`src/rtl/pwm_pkg.sv`:
```
// Shared definitions for the PWM channel controllers: state encoding,
// default counter width and the shortest period the PWM can run.
package pwm_pkg;

  localparam int PWM_CNT_W  = 32;
  localparam int MIN_PERIOD = 2;

  typedef enum logic [2:0] {
    ST_IDLE      = 3'd0,
    ST_RAMP_UP   = 3'd1,
    ST_HOLD_HI   = 3'd2,
    ST_RAMP_DOWN = 3'd3,
    ST_HOLD_LO   = 3'd4
  } state_t;

endpackage

```
`src/rtl/pwm_period_timer.sv`:
```
// Free-running period timer aligned to the PWM period. Counts 0..period-1
// while run is high and flags the last cycle of every period with a
// registered PERIOD_END. Held at zero while run is low.
module pwm_period_timer
  import pwm_pkg::*;
#(
  parameter int CNT_W = PWM_CNT_W
) (
  input  logic             CLK,
  input  logic             RST_n,
  input  logic             run,
  input  logic [CNT_W-1:0] period,
  output logic [CNT_W-1:0] count,
  output logic             PERIOD_END
);

  localparam logic [CNT_W-1:0] ONE = CNT_W'(1);

  logic [CNT_W-1:0] count_next;

  // Next count: wrap at the end of the period, park at zero when stopped.
  always_comb begin
    count_next = '0;
    if (run && (count < period - ONE)) begin
      count_next = count + ONE;
    end
  end

  // Counter register; PERIOD_END is raised for the cycle the count sits at period-1.
  always_ff @(posedge CLK or negedge RST_n) begin
    if (!RST_n) begin
      count      <= '0;
      PERIOD_END <= 1'b0;
    end else begin
      count      <= count_next;
      PERIOD_END <= run && (count_next == period - ONE);
    end
  end

endmodule

```
`src/rtl/pwm_breath_ctrl.sv`:
```
// Breathing sequencer for one perip_PWM channel. Latches a clamped config
// when enabled, then ramps the duty up to the ceiling, dwells, ramps down to
// zero, dwells and repeats. Duty and state only move on the cycle after a
// period boundary, so the PWM never sees a mid-period change.
module pwm_breath_ctrl
  import pwm_pkg::*;
#(
  parameter int CNT_W  = PWM_CNT_W,
  parameter int HOLD_W = 16
) (
  input  logic              CLK,
  input  logic              RST_n,
  input  logic              EN,
  input  logic [CNT_W-1:0]  PERIOD_SET,
  input  logic [CNT_W-1:0]  DUTY_MAX,
  input  logic [CNT_W-1:0]  STEP,
  input  logic [HOLD_W-1:0] HOLD_PERIODS,
  output logic [CNT_W-1:0]  FREQ_Cnt_Set,
  output logic [CNT_W-1:0]  Chn_duty_Set,
  output logic              PERIOD_END,
  output logic [2:0]        STATE,
  output logic              BUSY
);

  localparam logic [CNT_W-1:0]  ONE      = CNT_W'(1);
  localparam logic [CNT_W-1:0]  P_MIN    = CNT_W'(MIN_PERIOD);
  localparam logic [HOLD_W-1:0] HOLD_ONE = HOLD_W'(1);

  state_t            state_q, state_d;
  logic [CNT_W-1:0]  p_q, m_q, s_q;
  logic [HOLD_W-1:0] h_q;
  logic [CNT_W-1:0]  duty_q, duty_d;
  logic [HOLD_W-1:0] hold_q, hold_d;
  logic              busy_q;
  logic              load_cfg;

  logic [CNT_W-1:0]  p_lat, m_lat, s_lat;
  logic [CNT_W:0]    sum, diff;
  logic [CNT_W-1:0]  up_val, down_val;
  logic [CNT_W-1:0]  timer_count;
  logic              timer_end;
  logic              tick;

  pwm_period_timer #(.CNT_W(CNT_W)) u_timer (
    .CLK        (CLK),
    .RST_n      (RST_n),
    .run        (state_q != ST_IDLE),
    .period     (p_q),
    .count      (timer_count),
    .PERIOD_END (timer_end)
  );

  // Clamp incoming config and form the saturating up/down duty steps.
  always_comb begin
    p_lat    = (PERIOD_SET < P_MIN) ? P_MIN : PERIOD_SET;
    m_lat    = (DUTY_MAX > p_lat) ? p_lat : DUTY_MAX;
    s_lat    = (STEP == '0) ? ONE : STEP;
    sum      = {1'b0, duty_q} + {1'b0, s_q};
    diff     = {1'b0, duty_q} - {1'b0, s_q};
    up_val   = (sum >= {1'b0, m_q}) ? m_q : sum[CNT_W-1:0];
    down_val = diff[CNT_W] ? '0 : diff[CNT_W-1:0];
    tick     = timer_end && (timer_count == p_q - ONE);
  end

  // State register.
  always_ff @(posedge CLK or negedge RST_n) begin
    if (!RST_n) begin
      state_q <= ST_IDLE;
    end else begin
      state_q <= state_d;
    end
  end

  // Next state, duty and dwell counter; everything outside IDLE waits for a period boundary.
  always_comb begin
    state_d  = state_q;
    duty_d   = duty_q;
    hold_d   = hold_q;
    load_cfg = 1'b0;
    case (state_q)
      ST_IDLE: begin
        if (EN) begin
          load_cfg = 1'b1;
          duty_d   = '0;
          hold_d   = '0;
          state_d  = ST_RAMP_UP;
        end
      end
      ST_RAMP_UP: begin
        if (tick) begin
          if (!EN) begin
            duty_d  = '0;
            state_d = ST_IDLE;
          end else begin
            duty_d = up_val;
            if (up_val == m_q) begin
              if (h_q == '0) begin
                state_d = ST_RAMP_DOWN;
              end else begin
                hold_d  = h_q;
                state_d = ST_HOLD_HI;
              end
            end
          end
        end
      end
      ST_HOLD_HI: begin
        if (tick) begin
          if (!EN) begin
            duty_d  = '0;
            state_d = ST_IDLE;
          end else begin
            hold_d = hold_q - HOLD_ONE;
            if (hold_q == HOLD_ONE) begin
              state_d = ST_RAMP_DOWN;
            end
          end
        end
      end
      ST_RAMP_DOWN: begin
        if (tick) begin
          if (!EN) begin
            duty_d  = '0;
            state_d = ST_IDLE;
          end else begin
            duty_d = down_val;
            if (down_val == '0) begin
              if (h_q == '0) begin
                state_d = ST_RAMP_UP;
              end else begin
                hold_d  = h_q;
                state_d = ST_HOLD_LO;
              end
            end
          end
        end
      end
      ST_HOLD_LO: begin
        if (tick) begin
          hold_d = hold_q - HOLD_ONE;
          if (hold_q == HOLD_ONE) begin
            state_d = EN ? ST_RAMP_UP : ST_IDLE;
          end
        end
      end
      default: begin
        duty_d  = '0;
        hold_d  = '0;
        state_d = ST_IDLE;
      end
    endcase
  end

  // Datapath registers: duty, dwell counter, busy flag and the latched config.
  always_ff @(posedge CLK or negedge RST_n) begin
    if (!RST_n) begin
      duty_q <= '0;
      hold_q <= '0;
      busy_q <= 1'b0;
      p_q    <= '0;
      m_q    <= '0;
      s_q    <= '0;
      h_q    <= '0;
    end else begin
      duty_q <= duty_d;
      hold_q <= hold_d;
      busy_q <= (state_d != ST_IDLE);
      if (load_cfg) begin
        p_q <= p_lat;
        m_q <= m_lat;
        s_q <= s_lat;
        h_q <= HOLD_PERIODS;
      end
    end
  end

  // Output mapping straight from registers.
  always_comb begin
    FREQ_Cnt_Set = p_q;
    Chn_duty_Set = duty_q;
    PERIOD_END   = timer_end;
    STATE        = state_q;
    BUSY         = busy_q;
  end

endmodule

```
`config.mk`:
```
export PLATFORM = sky130hd
export DESIGN_NAME = pwm_breath_ctrl
export DESIGN_NICKNAME = d
export VERILOG_FILES = /design/src/rtl/pwm_pkg.sv /design/src/rtl/pwm_period_timer.sv /design/src/rtl/pwm_breath_ctrl.sv
export SDC_FILE = /design/constraint.sdc
export NUM_CORES = 1
export LEC_CHECK = 0
export ABC_AREA = 1
export CAP_MARGIN = 20
export CORE_MARGIN = 1.5
export CORE_UTILIZATION = 55
export CTS_CLUSTER_SIZE = 14
export DETAILED_ROUTE_END_ITERATION = 8
export HOLD_SLACK_MARGIN = 0.03
export PLACE_DENSITY = 0.78
export SLEW_MARGIN = 20
export SYNTH_ARGS = -nofsm -noshare
export SYNTH_HDL_FRONTEND = slang
export SYNTH_SLANG_ARGS = --single-unit
```
`constraint.sdc`:
```
create_clock -name CLK -period 5.6 [get_ports CLK]
set_clock_uncertainty 0.05 [all_clocks]
set_input_delay 0.56 -clock CLK [delete_from_list [all_inputs] [get_ports CLK]]
set_output_delay 0.56 -clock CLK [all_outputs]
set_load 0.05 [all_outputs]
```
==> run metrics <==
outcome complete, no violations; synthesized area 17810 µm²; max cap viols 0; commonest non-fill, non-tap cell in the layout nand2_1; Pins Over Slew Limit 0; Die H 182.9 µm; Area Growth Syn to Fin 18.50%; Distinct cells, synth 63; FFs w/ async S/R, synth 100.0%; n_diodes 0; IO Pins 184; Syn Area/Cell 6.825 µm²; first-pass GRT wire length 96690 µm; register area share after synthesis 27.69%; measured slew at the worst slew-check pin 1.035 ns; Syn Nets 2890; CTS tree built; Layout Nets 3062; EDFF count, synth 0; HPWL Detailed 48270 µm; Post-Syn Instances 2609; Hold Path Class input pin to async pin; nature of the critical path endpoint flop; Final Hold Vio Count 0; final setup fails 0; vias in the first global route 17970; mux share of post-synthesis cell area 0%; Vias/cell 5.938; crit path DAT 5.67 ns; largest family of logic cells by synthesized area simple AND/OR/NAND/NOR gates; DR WL/cell 19.29 µm; Yosys warnings 0; Vias 18980; Main synth FF type dfrtp_1; CTS Buffer Depth 2; largest net degree at the start of global routing 128; highest-delay cell along the critical path dfrtp_2; remaining global-route overflow 0; # DRC 0; number of synthesized register bits 197; Clk pin slew, worst setup/hold paths 0.09 ns; fraction of layout cells with a size suffix above 1 7.981%; All-Layer GR Usage 37.01%; Starting DRT DRC Count 1712; CP Launch Type flop; Placed Cells 3141; clk sinks 197; worst-path fanout max 6; worst hold slack 0.008652 ns; Util after Layout 66.52%; ANT nets after route 0; post-synthesis simple-gate area fraction 26.94%; Finished Layout Cells 3196; Setup CP Type flop to flop; Pre-antenna DRT Iters 8; Total Routed Length 61650 µm; Post-DP Area 20010 µm²; IO Port Bufs 183; later-pin clock latency in the skew report 0.48 ns; FMAX 0.1882 GHz; Post-Synth XOR/XNOR Area 4.961%; Clock Tree Root clkbuf_16; die area 33460 µm²; H-tree levels 4; adder-cell share of the synthesized area 11.75%; final instance area 21100 µm²; antenna violations before repair 0; Starting Density 56.14%; cts bufs inserted 17; Period minus WS final 5.313 ns; Req. time, crit path 5.95 ns; Slew HR 30.36%; most frequent cells in the layout nand2_1, inv_1, o21ai_0; Core ar. 31720 µm²; Tcrit/Tclk final 94.88%; global placer's final weighted congestion 1.030; number of cell rows 65; Die Span X 182.9 µm; complex-gate fraction of the synthesized area 17.57%; Largest stage delay, worst path 0.45 ns; Fill cells 2901
[worst paths after layout]
check                                 start                  to  slack [ns]  depth (start not counted)
max in group asynchronous             RST_n     Chn_duty_Set[8]        4.32                          2
min in group CLK           u_timer.count[0]    u_timer.count[0]        0.45                          1
hold reg to reg            u_timer.count[0]    u_timer.count[0]        0.45                          1
setup / recovery            FREQ_Cnt_Set[0]  u_timer.PERIOD_END        0.29                         34
hold / removal                        RST_n    u_timer.count[4]       0.009                          1
setup reg to reg            FREQ_Cnt_Set[0]  u_timer.PERIOD_END        0.29                         34
[flip-flops by register name, indices dropped and copies added, names as in the netlist]
name / count
BUSY: 1
Chn_duty_Set: 32
FREQ_Cnt_Set: 32
STATE: 3
h_q: 16
hold_q: 16
m_q: 32
s_q: 32
u_timer.PERIOD_END: 1
u_timer.count: 32
[area by class of cell]
class	count	area (µm²)	share of cell area, %
Inverter	401	1524	7.222
Timing Repair inverter	1	11.26	0.05337
Multi-Input combinational cell	1925	11210	53.11
Tap cell	402	503.0	2.384
Sequential cell	197	4932	23.38
Clock inverter	15	177.7	0.8420
Clock buffer	17	425.4	2.016
Timing Repair Buffer	238	2320	10.99
[what timing repair did]
| item | in CTS | in global routing |
|---|---|---|
| pin swaps | 0 | 24 |
| setup buffers | 1 | 18 |
| gates cloned | 0 | 4 |
| hold buffers | 0 | 0 |
| setup endpoints to repair | 1 | 52 |
| resized for setup | 9 | 65 |
[critical path, delay by kind of cell (launching register included)]
kind | cells | cell delay [ns]
AO/OA/AOI/OAI | 5 | 0.61
XOR/XNOR | 1 | 0.19
adder cells (fa/ha/maj) | 2 | 0.39
buffers and inverters | 4 | 0.55
flip-flops | 1 | 0.45
AND/OR/NAND/NOR | 22 | 3.00
[kinds of logic after synthesis]
| group | count (synthesis) |
|---|---|
| xor+xnor | 100 |
| fa+ha+maj | 166 |
| simple gates | 1093 |
| flops | 197 |
| compound gates | 564 |
| buf+inv | 489 |
[metal layers]
metal / vias up / routed length (µm) / global-route usage (%)
met4: 0 / 2608 / 16.00
met5: - / 0 / 0
met1: 8947 / 25910 / 48.96
li1: 8981 / - / -
met3: 158 / 4588 / 5.262
met2: 891 / 28550 / 60.47
[per-stage QoR]
step / setup TNS (ns) / worst slack (ns)
final: 0 / 0.2866
after global routing: -0.1417 / -0.09459
after CTS: 0 / 0.01661
after detailed placement: -0.5735 / -0.5735
after global placement: -1.284 / -0.6004
after floorplan: 0 / 0.7473
[cell usage after synthesis (19+ instances only)]
| cell type | count | area share, % |
|---|---|---|
| nand4_1 | 96 | 3.4 |
| inv_1 | 385 | 8.1 |
| ha_1 | 164 | 12 |
| o22ai_1 | 45 | 1.6 |
| nand3_1 | 112 | 3.1 |
| a21oi_1 | 177 | 5.0 |
| nand2_1 | 532 | 11 |
| o21ai_1 | 19 | 0.53 |
| nor2_1 | 233 | 4.9 |
| xor2_1 | 87 | 4.3 |
| nor3_1 | 33 | 0.93 |
| o21ai_0 | 252 | 7.1 |
| nor4_1 | 37 | 1.3 |
| clkbuf_1 | 56 | 1.2 |
| dfrtp_1 | 197 | 28 |
Power is not shown: default switching activity piles up to over one toggle a cycle in this logic, so the estimate is an artifact.
